$ cat src/rtl/xup_tri_bus_rx_if.sv
// Bundle of XUP shared-bus receive signals: remote enable/data in, FIFO head out.
interface xup_tri_bus_rx_if #(
    parameter int unsigned SIZE  = 4,
    parameter int unsigned DEPTH = 4
);
    localparam int unsigned CW = $clog2(DEPTH) + 1;

    logic            bus_en_n;
    logic [SIZE-1:0] bus_data;
    logic [SIZE-1:0] data_out;
    logic            data_valid;
    logic            data_ready;
    logic [CW-1:0]   count;
    logic            overflow;

    modport slave (
        input  bus_en_n, bus_data, data_ready,
        output data_out, data_valid, count, overflow
    );

    modport master (
        output bus_en_n, bus_data, data_ready,
        input  data_out, data_valid, count, overflow
    );
endinterface

$ cat src/rtl/xup_tri_bus_rx.sv
// Captures one settled word per remote-driver enable pulse into a small
// first-word-fall-through FIFO drained over valid/ready.
module xup_tri_bus_rx #(
    parameter int unsigned SIZE   = 4,
    parameter int unsigned SETTLE = 2,
    parameter int unsigned DEPTH  = 4
) (
    input  logic              clk,
    input  logic              reset,
    xup_tri_bus_rx_if.slave   bus
);
    localparam int unsigned AW   = $clog2(DEPTH);
    localparam int unsigned CW   = AW + 1;
    localparam int unsigned CNTW = 8;

    typedef enum logic [1:0] {ST_IDLE, ST_SETTLE, ST_HOLD} state_t;

    state_t            r_state;
    state_t            w_state_next;
    logic [CNTW-1:0]   r_settle_cnt;
    logic [CNTW-1:0]   w_settle_cnt_next;
    logic              w_capture;

    logic [SIZE-1:0]   r_mem [DEPTH];
    logic [AW-1:0]     r_wr_ptr;
    logic [AW-1:0]     r_rd_ptr;
    logic [CW-1:0]     r_count;
    logic              r_overflow;
    logic              r_data_valid;
    logic [SIZE-1:0]   r_data_out;

    logic              w_full;
    logic              w_pop;
    logic              w_push;
    logic              w_drop;
    logic [AW-1:0]     w_rd_ptr_next;
    logic [CW-1:0]     w_count_next;
    logic [SIZE-1:0]   w_head_next;

    // Enable-tracking state register; reset parks in HOLD so an in-flight pulse is skipped.
    always_ff @(posedge clk) begin
        if (reset) begin
            r_state      <= ST_HOLD;
            r_settle_cnt <= '0;
        end else begin
            r_state      <= w_state_next;
            r_settle_cnt <= w_settle_cnt_next;
        end
    end

    always_comb begin
        w_state_next      = r_state;
        w_settle_cnt_next = r_settle_cnt;
        w_capture         = 1'b0;
        case (r_state)
            ST_IDLE: begin
                if (!bus.bus_en_n) begin
                    w_state_next      = ST_SETTLE;
                    w_settle_cnt_next = CNTW'(1);
                end
            end
            ST_SETTLE: begin
                if (bus.bus_en_n) begin
                    w_state_next = ST_IDLE;
                end else if (r_settle_cnt == CNTW'(SETTLE)) begin
                    w_capture    = 1'b1;
                    w_state_next = ST_HOLD;
                end else begin
                    w_settle_cnt_next = r_settle_cnt + CNTW'(1);
                end
            end
            ST_HOLD: begin
                if (bus.bus_en_n) begin
                    w_state_next = ST_IDLE;
                end
            end
            default: w_state_next = ST_HOLD;
        endcase
    end

    // A full FIFO still accepts a capture when the head leaves on the same edge.
    assign w_full        = (r_count == CW'(DEPTH));
    assign w_pop         = r_data_valid && bus.data_ready;
    assign w_push        = w_capture && (!w_full || w_pop);
    assign w_drop        = w_capture && w_full && !w_pop;
    assign w_rd_ptr_next = w_pop ? r_rd_ptr + AW'(1) : r_rd_ptr;

    always_comb begin
        w_count_next = r_count;
        if (w_push && !w_pop) begin
            w_count_next = r_count + CW'(1);
        end else if (!w_push && w_pop) begin
            w_count_next = r_count - CW'(1);
        end
    end

    // Next head word: the incoming word when it lands in the head slot, else storage.
    always_comb begin
        w_head_next = '0;
        if (w_count_next != '0) begin
            if (w_push && (w_rd_ptr_next == r_wr_ptr)) begin
                w_head_next = bus.bus_data;
            end else begin
                w_head_next = r_mem[w_rd_ptr_next];
            end
        end
    end

    always_ff @(posedge clk) begin
        if (!reset && w_push) begin
            r_mem[r_wr_ptr] <= bus.bus_data;
        end
    end

    always_ff @(posedge clk) begin
        if (reset) begin
            r_wr_ptr     <= '0;
            r_rd_ptr     <= '0;
            r_count      <= '0;
            r_overflow   <= 1'b0;
            r_data_valid <= 1'b0;
            r_data_out   <= '0;
        end else begin
            if (w_push) begin
                r_wr_ptr <= r_wr_ptr + AW'(1);
            end
            r_rd_ptr     <= w_rd_ptr_next;
            r_count      <= w_count_next;
            r_data_valid <= (w_count_next != '0);
            r_data_out   <= w_head_next;
            if (w_drop) begin
                r_overflow <= 1'b1;
            end
        end
    end

    assign bus.data_out   = r_data_out;
    assign bus.data_valid = r_data_valid;
    assign bus.count      = r_count;
    assign bus.overflow   = r_overflow;
endmodule
$ cat src/flat_wrapper.sv
// flat-port wrapper written by rule: the top's interface ports become plain ports
module xup_tri_bus_rx_flat 
#(
    parameter int unsigned SIZE   = 4,
    parameter int unsigned SETTLE = 2,
    parameter int unsigned DEPTH  = 4
)
  (clk, reset, bus_bus_en_n, bus_bus_data, bus_data_ready, bus_data_out, bus_data_valid, bus_count, bus_overflow);
  xup_tri_bus_rx_if #(.SIZE(SIZE), .DEPTH(DEPTH)) bus_i ();
  input  logic clk;
  input  logic reset;
  input wire logic [$bits(bus_i.bus_en_n)-1:0] bus_bus_en_n;
  input wire logic [$bits(bus_i.bus_data)-1:0] bus_bus_data;
  input wire logic [$bits(bus_i.data_ready)-1:0] bus_data_ready;
  output wire logic [$bits(bus_i.data_out)-1:0] bus_data_out;
  output wire logic [$bits(bus_i.data_valid)-1:0] bus_data_valid;
  output wire logic [$bits(bus_i.count)-1:0] bus_count;
  output wire logic [$bits(bus_i.overflow)-1:0] bus_overflow;
  assign bus_i.bus_en_n = bus_bus_en_n;
  assign bus_i.bus_data = bus_bus_data;
  assign bus_i.data_ready = bus_data_ready;
  assign bus_data_out = bus_i.data_out;
  assign bus_data_valid = bus_i.data_valid;
  assign bus_count = bus_i.count;
  assign bus_overflow = bus_i.overflow;
  xup_tri_bus_rx #(.SIZE(SIZE), .SETTLE(SETTLE), .DEPTH(DEPTH)) u_core (.clk(clk), .reset(reset), .bus(bus_i));
endmodule
$ cat config.mk
export PLATFORM = sky130hd
export DESIGN_NAME = xup_tri_bus_rx_flat
export DESIGN_NICKNAME = d
export VERILOG_FILES = /design/src/rtl/xup_tri_bus_rx_if.sv /design/src/rtl/xup_tri_bus_rx.sv /design/src/flat_wrapper.sv
export SDC_FILE = /design/constraint.sdc
export NUM_CORES = 1
export LEC_CHECK = 0
export CAP_MARGIN = 40
export CORE_ASPECT_RATIO = 1.5
export CORE_MARGIN = 4
export CORE_UTILIZATION = 47
export DETAILED_ROUTE_END_ITERATION = 6
export HOLD_SLACK_MARGIN = 0.05
export MAX_ROUTING_LAYER = met4
export PLACE_DENSITY_LB_ADDON = 0.3
export SYNTH_ARGS = -nofsm -noshare
export SYNTH_HDL_FRONTEND = slang
export SYNTH_SLANG_ARGS = --single-unit
$ cat constraint.sdc
create_clock -name clk -period 3.05 [get_ports clk]
set_clock_uncertainty 0.15 [all_clocks]
set_input_delay 0.4575 -clock clk [delete_from_list [all_inputs] [get_ports clk]]
set_output_delay 0.4575 -clock clk [all_outputs]
set_load 0.1 [all_outputs]
==> results.sh <==
export IMPL_setup_tns_ns=0
export IMPL_synth_avg_cell_area_um2=11.20
export IMPL_coreArea_mm2=0.003750
export IMPL_synth_distinct_cells=43
export IMPL_detail_route_first_pass_iterations=4
export IMPL_p_seq_frac=0.391
export IMPL_yosysSeqAreaShare=0.5061
export IMPL_dieArea_mm2=0.005047
export IMPL_finalHoldViolCount=0
export IMPL_preCtsSetupSlack_ns=0.2713
export IMPL_cp_data_required_time_ns=3.05
export IMPL_path_buf_inv=1
export IMPL_synth_compound_area_share=0.1144
export IMPL_synthToLayoutAreaGrowth_pct=14.94
export IMPL_cp_slowest_cell="mux4_1"
export IMPL_syn_cell_area_mm2=0.001859
export IMPL_comb_power_share=0.407
export IMPL_clk_latency_ns=0.28
export IMPL_fin_nets=207
export IMPL_cts_sinks=39
export IMPL_final_util=0.5699
export IMPL_power_internal_w=0.0009299
export IMPL_yosys_area_share_adder=0.06057
export IMPL_num_rows=27
export IMPL_synth_mux_area_fraction=0.08143
export IMPL_end_kind="flip-flop"
export IMPL_synth_top_cell_area_share=0.2584
export IMPL_slew_headroom=0.6223
export IMPL_worst_slack_ns=0.5731
export IMPL_yosys_top_cells_area="edfxtp_1, dfxtp_1, ha_1"
export IMPL_hpwlAfterDp_um=2805
export IMPL_drtIter0Drc=55
export IMPL_grt_max_degree=14
export IMPL_cp_max_fo=7
export IMPL_io_pins=17
export IMPL_die_h_um=85.03
export IMPL_synth_warnings=0
export IMPL_fmax_mhz=403.7
export IMPL_synth_most_common_cell="dfxtp_1"
export IMPL_post_cts_buffers=0
export IMPL_synth_fp_nets=183
export IMPL_setup_worst_path_start_class="input port"
export IMPL_min_period_over_period=0.8121
export IMPL_grt_pass1_vias=1313
export IMPL_synth_flop_cell="dfxtp_1"
export IMPL_crit_arrival_ns=2.47
export IMPL_synth_edf_count=16
export IMPL_power_density_mw_per_mm2=764.2
export IMPL_place_congestion=0.7832
export IMPL_setup_violations_final=0
export IMPL_path_cells="clkdlybuf4s50_1 -> a21boi_0 -> nor2_1 -> mux4_1 -> mux2i_1 -> a31oi_1"
export IMPL_min_period_ns=2.477
export IMPL_worst_pin_slew_ns=0.5587
export IMPL_switching_share=0.4306
export IMPL_vias=1320
export IMPL_grt_first_pass_wirelength_um=5871
export IMPL_async_reset_ff_frac=0
export IMPL_cts_buffer_depth=2
export IMPL_ir_drop_mv=0.6537
export IMPL_die_w_um=59.36
export IMPL_cts_tree="done"
export IMPL_cts_root_buf="clkbuf_8"
export IMPL_synth_top_family_by_area="simple AND/OR/NAND/NOR gates"
export IMPL_status="completed"
export IMPL_rsz0062_at_grt="no"
export IMPL_p_clk_frac=0.202
export IMPL_critPathKind="input port to flip-flop"
export IMPL_synth_simple_area_share=0.1743
export IMPL_yosysTopAreaCell="edfxtp_1"
export IMPL_min_path_type="flip-flop to flip-flop"
export IMPL_antenna_left=0
export IMPL_cp_top_family="multiplexers"
export IMPL_drt_vias_per_instance=5.641
export IMPL_synth_xor_area_frac=0.03769
export IMPL_worst_path_largest_cell_delay_ns=0.63
export IMPL_dp_cells=226
export IMPL_grt_antenna_before_repair=0
export IMPL_holdBufCountCts=0
export IMPL_diodes=0
export IMPL_maxCapViolations=0
export IMPL_initial_core_util=0.4958
export IMPL_grt_usage=0.1534
export IMPL_fin_cells=234
export IMPL_htreeDepth=2
export IMPL_cts_resized=0
export IMPL_drc=0
export IMPL_switchingPower_w=0.0007031
export IMPL_ys_ff_latch=39
export IMPL_power_w=0.001633
export IMPL_grt_overflow_total=0
export IMPL_drt_wl_total_um=3540
export IMPL_wl_per_cell_um=15.13
export IMPL_synth_cells=166
export IMPL_cts_buffers=5
export IMPL_drive_gt1_frac=0.1414
export IMPL_port_buffers=16
export IMPL_yosys_top_cells_count="dfxtp_1, nor2_1, edfxtp_1"
export IMPL_leakagePower_nw=0.8619
export IMPL_slew_violations=0
export IMPL_path_clk_slew_ns=0.08
==> power by group through the flow <==
| stage | clock [W] | combinational [W] | sequential, W |
|---|---|---|---|
| after floorplan | 0 | 0.000196 | 0.000970 |
| after global placement | 0 | 0.000656 | 0.000648 |
| after CTS | 0.000340 | 0.000666 | 0.000639 |
| after global routing | 0.000360 | 0.000700 | 0.000646 |
| after detailed placement | 0 | 0.000663 | 0.000651 |
| final | 0.000330 | 0.000664 | 0.000639 |
==> per-stage QoR <==
stage	hold slack [ns]	cell area, um^2
after floorplan	0.3144	1859
after global placement	0.3458	2052
after detailed placement	0.3523	2052
after CTS	0.3703	2137
after global routing	0.4075	2137
final	0.3583	2137
==> worst paths after layout <==
path | startpoint | end | slack [ns] | cells after the start
worst max-delay path | bus_data_ready | u_core.bus.data_out[2] | 0.57 | 6
worst min-delay path | u_core.bus.overflow | u_core.bus.overflow | 0.36 | 2
worst max register to register | u_core.r_settle_cnt[0] | u_core.bus.data_out[2] | 0.65 | 7
worst min register to register | u_core.bus.overflow | u_core.bus.overflow | 0.36 | 2
==> layer usage <==
layer  global-route usage  share of wire  vias to the layer above
li1                     -              -                      654
met1               0.1605           0.39                      633
met2               0.2706           0.55                       24
met3              0.02435          0.031                        9
met4              0.07010          0.021                        0
met5                    -              0                        -
==> flip-flops by register name (all words and copies together), names as in the netlist <==
signal,cells
u_core.bus.count,3
u_core.bus.data_out,4
u_core.bus.data_valid,1
u_core.bus.overflow,1
u_core.r_mem,16
u_core.r_rd_ptr,2
u_core.r_settle_cnt,8
u_core.r_state,2
u_core.r_wr_ptr,2
==> cell usage in the layout (no fill, tap or decap), types with 2 or more instances in the layout <==
cell             netlist  routed
a21oi_1                7       7
a22oi_1                2       2
a31oi_1                4       4
and2_1                 4       4
and3_1                 2       2
and3_2                 2       2
buf_4                  0      11
clkbuf_8               1       5
clkdlybuf4s50_1        0       7
dfxtp_1               23      23
edfxtp_1              16      16
ha_1                   9       9
inv_1                  9       9
mux2i_1                5       5
mux4_1                 3       3
nand2_1                9       9
nand2b_1               2       2
nand3_1                7       7
nor2_1                19      19
nor4b_1                3       3
o21a_1                 2       2
o21ai_0                8       8
xnor2_1                2       2
xor2_1                 6       6
==> logic make-up (layout without fill, tap and decap cells) <==
group | Yosys count | count (layout)
simple gates | 60 | 60
fa+ha+maj | 9 | 9
mux | 9 | 9
xor+xnor | 8 | 8
compound gates | 31 | 31
buf+inv | 10 | 35
flops | 39 | 39
==> layout make-up <==
cell class                      count  area (um^2)
Fill cell                         331         1613
Sequential cell                    39        940.9
Multi-Input combinational cell    117        870.8
Timing Repair Buffer               18        152.6
Clock buffer                        6        72.57
Tap cell                           43        53.80
Inverter                            9        33.78
Clock inverter                      2        12.51
==> tightest hold or removal path: cells and delay by family, from the launching register on <==
| family | cells | cell delay [ns] |
|---|---|---|
| and+or+nand+nor | 1 | 0.08 |
| AOI/OAI and AO/OA | 1 | 0.05 |
| DFF | 1 | 0.34 |
Note: power is estimated with default switching activity, not from simulation.
